`src/rtl/mem_arbiter.sv`:
```
// Two-port arbiter sharing one memory between fetch and data stages.
// Data wins ties until a bounded streak forces a fetch grant.
module mem_arbiter #(
  parameter int ADDR_W   = 32,
  parameter int DATA_W   = 32,
  parameter int FAIRNESS = 3
) (
  input  logic              clk,
  input  logic              rst_n,
  input  logic              if_req,
  input  logic [ADDR_W-1:0] if_addr,
  output logic [DATA_W-1:0] if_rdata,
  output logic              if_ready,
  input  logic              d_req,
  input  logic              d_we,
  input  logic [ADDR_W-1:0] d_addr,
  input  logic [DATA_W-1:0] d_wdata,
  output logic [DATA_W-1:0] d_rdata,
  output logic              d_ready,
  output logic              mem_valid,
  output logic              mem_we,
  output logic [ADDR_W-1:0] mem_addr,
  output logic [DATA_W-1:0] mem_wdata,
  input  logic [DATA_W-1:0] mem_rdata,
  input  logic              mem_ack,
  output logic              stall_if,
  output logic              stall_mem
);

  typedef enum logic [1:0] {
    IDLE   = 2'd0,
    GNT_IF = 2'd1,
    GNT_D  = 2'd2
  } state_t;

  localparam logic [1:0] FAIR = 2'(FAIRNESS);

  state_t            state;
  logic [1:0]        streak;
  logic [ADDR_W-1:0] addr_q;
  logic              we_q;
  logic [DATA_W-1:0] wdata_q;

  logic fetch_wins;
  logic granted;
  logic if_done;
  logic d_done;

  // Fetch only loses a tie while the data streak is below the bound.
  assign fetch_wins = if_req && (!d_req || streak == FAIR);

  always_ff @(posedge clk) begin
    if (!rst_n) begin
      state   <= IDLE;
      streak  <= 2'd0;
      addr_q  <= '0;
      we_q    <= 1'b0;
      wdata_q <= '0;
    end else begin
      unique case (state)
        IDLE: begin
          if (fetch_wins) begin
            state   <= GNT_IF;
            addr_q  <= if_addr;
            we_q    <= 1'b0;
            wdata_q <= '0;
            streak  <= 2'd0;
          end else if (d_req) begin
            state   <= GNT_D;
            addr_q  <= d_addr;
            we_q    <= d_we;
            wdata_q <= d_wdata;
            if (!if_req)
              streak <= 2'd0;
            else if (streak != FAIR)
              streak <= streak + 2'd1;
          end
        end
        GNT_IF, GNT_D: begin
          if (mem_ack)
            state <= IDLE;
        end
        default: state <= IDLE;
      endcase
    end
  end

  // Outputs are forced quiet while reset is held, even mid-grant.
  always_comb begin
    granted = rst_n && (state != IDLE);
    if_done = rst_n && (state == GNT_IF) && mem_ack;
    d_done  = rst_n && (state == GNT_D) && mem_ack;
  end

  assign mem_valid = granted;
  assign mem_we    = granted && we_q;
  assign mem_addr  = granted ? addr_q : '0;
  assign mem_wdata = granted ? wdata_q : '0;

  assign if_ready = if_done;
  assign d_ready  = d_done;
  assign if_rdata = if_done ? mem_rdata : '0;
  assign d_rdata  = d_done ? mem_rdata : '0;

  assign stall_if  = if_req && !if_done;
  assign stall_mem = d_req && !d_done;

endmodule

```
`config.mk`:
```
export PLATFORM = sky130hd
export DESIGN_NAME = mem_arbiter
export DESIGN_NICKNAME = d
export VERILOG_FILES = /design/src/rtl/mem_arbiter.sv
export SDC_FILE = /design/constraint.sdc
export NUM_CORES = 1
export LEC_CHECK = 0
export ABC_AREA = 1
export BUFFER_PORTS_ARGS = -buffer_cell sky130_fd_sc_hd__clkbuf_2
export CAP_MARGIN = 20
export CORE_AREA = 2 2 103 105
export DETAILED_ROUTE_END_ITERATION = 8
export DIE_AREA = 0 0 105 107
export PLACE_DENSITY = 0.83
export RECOVER_POWER = 25
export REMOVE_ABC_BUFFERS = 1
export SYNTH_ARGS = -nofsm -noshare
export SYNTH_HDL_FRONTEND = slang
export SYNTH_SLANG_ARGS = --single-unit
```
`constraint.sdc`:
```
create_clock -name clk -period 2.1 [get_ports clk]
set_input_delay 0.21 -clock clk [delete_from_list [all_inputs] [get_ports clk]]
set_output_delay 0.21 -clock clk [all_outputs]
set_load 0.005 [all_outputs]
```
# Word level (Yosys, flattened, before mapping)

Cells that the tools add are included.

Add/subtract/negate cells: 1
Equal/unequal tests: 7
Mux-type cells: 18
Reductions and logical operators: 20

Operator list:

| cell                                           | count |
|---|---|
| two-way mux 32 bit                             | 8 |
| two-way mux 2 bit                              | 7 |
| logical AND 1 bit                              | 9 |
| == test 2 bit (second input constant)          | 2 |
| != test 2 bit (second input constant)          | 2 |
| case mux 2 bit (2 select lines)                | 1 |
| AND reduction 2 bit                            | 2 |
| nonzero test 2 bit                             | 2 |
| zero test 1 bit                                | 3 |
| != test 3 x 1 -> 1 bit (second input constant) | 1 |
| != test 3 bit (second input constant)          | 1 |
| AND reduction 3 bit                            | 1 |
| adder 2 x 1 -> 2 bit (second input constant)   | 1 |
| == test 2 x 1 -> 1 bit (second input constant) | 1 |
| zero test 2 bit                                | 1 |
| two-way mux 1 bit                              | 2 |
| OR reduction 2 bit                             | 1 |
| logical OR 1 bit                               | 1 |

Register bits after elaboration: 69
Input bits: 134
Output and inout bits: 134

# Depth between registers and ports, before layout

Depth in word-level cells: 5
Depth in mapped cells: 9
Depth with buffers taken out: 8

# Worst setup path after synthesis

OpenSTA, ideal clock, no wires.

Path type: reg2out
Start point: reg state[0]
End point: out mem_addr[12]
Data arrival time: 1.283 ns
Data required time: 1.890 ns
Slack: 0.607 ns
Cell stages (with the launch flop): 8
Buffers on the path: 2
Path through: dfxtp_1 inv_1 ha_1 nor2_1 inv_1 buf_2 buf_2 nor2_1

Cells in the longest elaborated chain, start to end: 3

RTL lines:

| element                  | RTL line | RTL |
|---|---|---|
| start: declaration       | 38       | `state_t state;` |
| start signal: assignment | 54       | `state <= IDLE;` |
| start signal: assignment | 63       | `state <= GNT_IF;` |
| start signal: assignment | 69       | `state <= GNT_D;` |
| nonzero test 2 bit       | 90       | `granted = rst_n && (state != IDLE);` |
| logical AND 1 bit        | 90       |  |
| via mem_valid            | 20       | `output logic mem_valid,` |
| two-way mux 32 bit       | 97       | `assign mem_addr = granted ? addr_q : '0;` |
| end: declaration         | 22       | `output logic [ADDR_W-1:0] mem_addr,` |

The timed path passes the listed nets, and every way through them passes these cells.

# Final worst setup path

Start point: reg state[0]
End point: out mem_addr[6]

Cells in the longest elaborated chain, start to end: 3

RTL lines:

| element            | RTL line |
|---|---|
| nonzero test 2 bit | 90 |
| logical AND 1 bit  | 90 |
| two-way mux 32 bit | 97 |

Every way passes these cells.

==> results.yml <==
detailed_routing:
  first_iter_violations: 310
  final_antenna_net_count: 0
  dr_vias_cell: 4.43
  wirelength_um: 12000
  routed-via-count: 4870
  firstDrtPassIters: 8
  met3_length_um: 837
  routed-wl-met2_um: 5670
  met1_length_um: 5390
  drt-wirelength-per-cell_um: 10.9
  drc: 0
  highest-signal-layer: "met4"
min_path:
  hold_path.class: "input pin to register"
  hold_path.startpoint: "d_wdata[26]"
die:
  fp.coreArea_sq_mm: 0.0101
  fp-row-count: 37
  dieWidth_um: 105
  floorplan.die.height_um: 107
  io_pins: 268
  fp.dieArea_sq_mm: 0.0112
  start_util: 0.405
finish:
  drive_above_1_share: 0.313
  finalNetCount: 1097
  n_antenna_cell: 0
  layout.filler_cells: 1050
  final_core_utilization: 0.566
  reg_area_sq_mm: 0.00138
  area_growth_syn_to_layout_pct: 39.7
  multi_input_area_sq_mm: 0.00194
grt:
  pin_count_of_the_biggest_net_entering_global_routing: 66
  grt_overflow_total: 0
  first_global_vias: 4094
  grt_first_pass_wirelength_um: 19600
  global_route.usage.total: 0.212
  antenna_found_initial: 0
worst_setup_path:
  end_kind: "output pin"
  worst_setup_path_start_kind: "register"
  reg2reg_from: "streak[0]$_SDFFE_PN0P_"
  biggest_cell_delay_along_the_critical_path_ns: 0.34
  path_cells: "inv_1, ha_1, nor2_1, inv_2, buf_12, nor2_1, clkbuf_2"
  slowest_stage: "sky130_fd_sc_hd__dfxtp_1"
  cp_common_cell: "sky130_fd_sc_hd__nor2_1"
  data_arrival_time_at_the_worst_slack_endpoint_ns: 1.78
  worstPathMaxFanout: 65
  worst_path_dominant_cell_family: "buffers and inverters"
  worstSetupStartpoint: "state[0]$_SDFFE_PN0P_"
  timing.critical_path.required_ns: 1.89
  cp_num_buf_inv: 4
  setup.worst_path.class: "register to output pin"
clocking:
  clk_path_buf_depth: 2
  postCtsHoldBufs: 0
  clk_pin_slew_ns: 0.08
  cts.htree.levels: 3
  cts_made_buffers: 9
  cts_resized: 0
  cts_sinks: 69
  clock_tree.root_cell: "sky130_fd_sc_hd__clkbuf_8"
  clock_latency_ns: 0.33
  cts_setup_buffers: 0
  cts_tree: "built"
timing:
  fin_setup_tns_ns: 0
  layout_worst_path_cycle_share: 0.948
  transition_time_at_the_pin_with_the_least_slew_margin_ns: 0.863
  final_hold_viol_count: 0
  rsz0062_at_grt: "no"
  max_slew_margin: 0.425
  final-setup-viol-count: 0
  finalWorstSetupSlack_ns: 0.108
  timing.final.crit_period_ns: 1.99
  timing_max_transition_violations_final: 0
  finClkSkew_ns: 0.00756
  max_freq_mhz: 502
run:
  cap_viol_max_count: 0
yosys:
  dominant_cells_by_area_after_synthesis: "sky130_fd_sc_hd__dfxtp_1, sky130_fd_sc_hd__nor2_1, sky130_fd_sc_hd__nand2_1, sky130_fd_sc_hd__inv_1, sky130_fd_sc_hd__a21oi_1"
  netlist_top_cells_count: "sky130_fd_sc_hd__nor2_1, sky130_fd_sc_hd__nand2_1, sky130_fd_sc_hd__inv_1, sky130_fd_sc_hd__dfxtp_1, sky130_fd_sc_hd__a21oi_1"
  syn-instance-count: 714
  synth_largest_area_cell: "sky130_fd_sc_hd__dfxtp_1"
  synth_cell_types: 14
  synth_top_flop_cell: "sky130_fd_sc_hd__dfxtp_1"
  synthesis.area_per_instance_sq_um: 5.72
  async_reset_ff_frac: 0
  synth.top_cell.area_share: 0.338
  synth_edf_count: 0
  synth-seq-cells: 69
  syn-cell-area_sq_mm: 0.00409
  ys_warn_count: 0
  synth.most_common_cell: "sky130_fd_sc_hd__nor2_1"
  ys_seq_area_frac: 0.338
placed_design:
  port-buffer-count: 267
  dp_hpwl_um: 9150
  gp_routability_congestion: 0.798
  dp_slack_ns: 0.486
status:
  outcome: "finished clean"
pwr:
  max-vdd-ir-drop_mv: 0.457
  pwr_density_cell_mw_per_mm2: 884
  power.static_leakage_nw: 3.54
## through the flow
| step | cell area (sq um) | total power [mW] | hold WS [ns] | instances |
|---|---|---|---|---|
| 6_report | 5710 | 5.04 | 0.104 | 1099 |
| 3_3_place_gp | 5490 | 3.80 | 0.440 | 1083 |
| 4_1_cts | 5720 | 5.10 | 0.0840 | 1099 |
| 3_5_place_dp | 5490 | 3.85 | 0.449 | 1083 |
| 2_1_floorplan | 3860 | 3.10 | 0.330 | 667 |
| 5_1_grt | 5710 | 5.50 | 0.101 | 1099 |
## power breakdown
| part | total (mW) | internal, mW | switching, mW |
|---|---|---|---|
| sequential | 1.75 | 1.66 | 0.0882 |
| combinational | 2.06 | 0.771 | 1.29 |
| clock | 1.24 | 0.736 | 0.501 |
| total | 5.04 | 3.17 | 1.88 |
## tightest hold or removal path: stages
cell and delay [ns]:
sky130_fd_sc_hd__clkbuf_2 0.07, sky130_fd_sc_hd__a21oi_1 0.05, sky130_fd_sc_hd__nor2_1 0.07
## state kept, by name (all words and copies together) (netlist names)
name	flops
addr_q	32
wdata_q	32
state	2
streak	2
we_q	1
## metal layers
layer  track usage  vias up
li1              -     2589
met1         0.291     2085
met2         0.347      184
met3        0.0353       12
met4        0.0552        0
met5             0        -
## kinds of logic (layout without fill, tap and decap cells)
family          after synthesis  after routing  synth area share
compound gates               69             69            0.0873
fa+ha+maj                     5              5            0.0153
buf+inv                     189            438             0.187
flops                        69             69             0.338
simple gates                382            382             0.373
## cell usage in the layout, fill, tap and decap left out
| master | netlist | final |
|---|---|---|
| sky130_fd_sc_hd__clkinvlp_4 | 0 | 1 |
| sky130_fd_sc_hd__ha_1 | 5 | 5 |
| sky130_fd_sc_hd__buf_4 | 2 | 8 |
| sky130_fd_sc_hd__a21oi_1 | 68 | 68 |
| sky130_fd_sc_hd__inv_1 | 140 | 139 |
| sky130_fd_sc_hd__buf_12 | 0 | 2 |
| sky130_fd_sc_hd__clkbuf_2 | 0 | 270 |
| sky130_fd_sc_hd__nor2_1 | 170 | 170 |
| sky130_fd_sc_hd__clkinv_2 | 0 | 1 |
| sky130_fd_sc_hd__inv_6 | 0 | 1 |
| sky130_fd_sc_hd__inv_2 | 2 | 3 |
| sky130_fd_sc_hd__nand2_1 | 143 | 144 |
| sky130_fd_sc_hd__nand2_2 | 2 | 1 |
| sky130_fd_sc_hd__bufinv_16 | 0 | 2 |
| sky130_fd_sc_hd__o21ai_4 | 1 | 1 |
| sky130_fd_sc_hd__clkbuf_8 | 0 | 11 |
| sky130_fd_sc_hd__dfxtp_1 | 69 | 69 |
| sky130_fd_sc_hd__nand3_1 | 67 | 67 |
## final cells by class
type	instances	share of cell area
clock inverter	5	0.0142
timing repair buffer	280	0.254
inverter	142	0.0934
sequential	69	0.242
tap	136	0.0298
multi-input combinational	456	0.340
clock buffer	11	0.0265
## final timing paths
path / endpoint / slack [ns] / depth (start not counted)
setup reg to reg: addr_q[1]$_SDFFE_PN0P_ / 0.33 / 9
hold / removal: wdata_q[26]$_SDFFE_PN0P_ / 0.10 / 3
hold reg to reg: streak[1]$_SDFFE_PN0P_ / 0.49 / 2
setup / recovery: mem_addr[6] / 0.11 / 7
(Power assumes the default switching activity.)
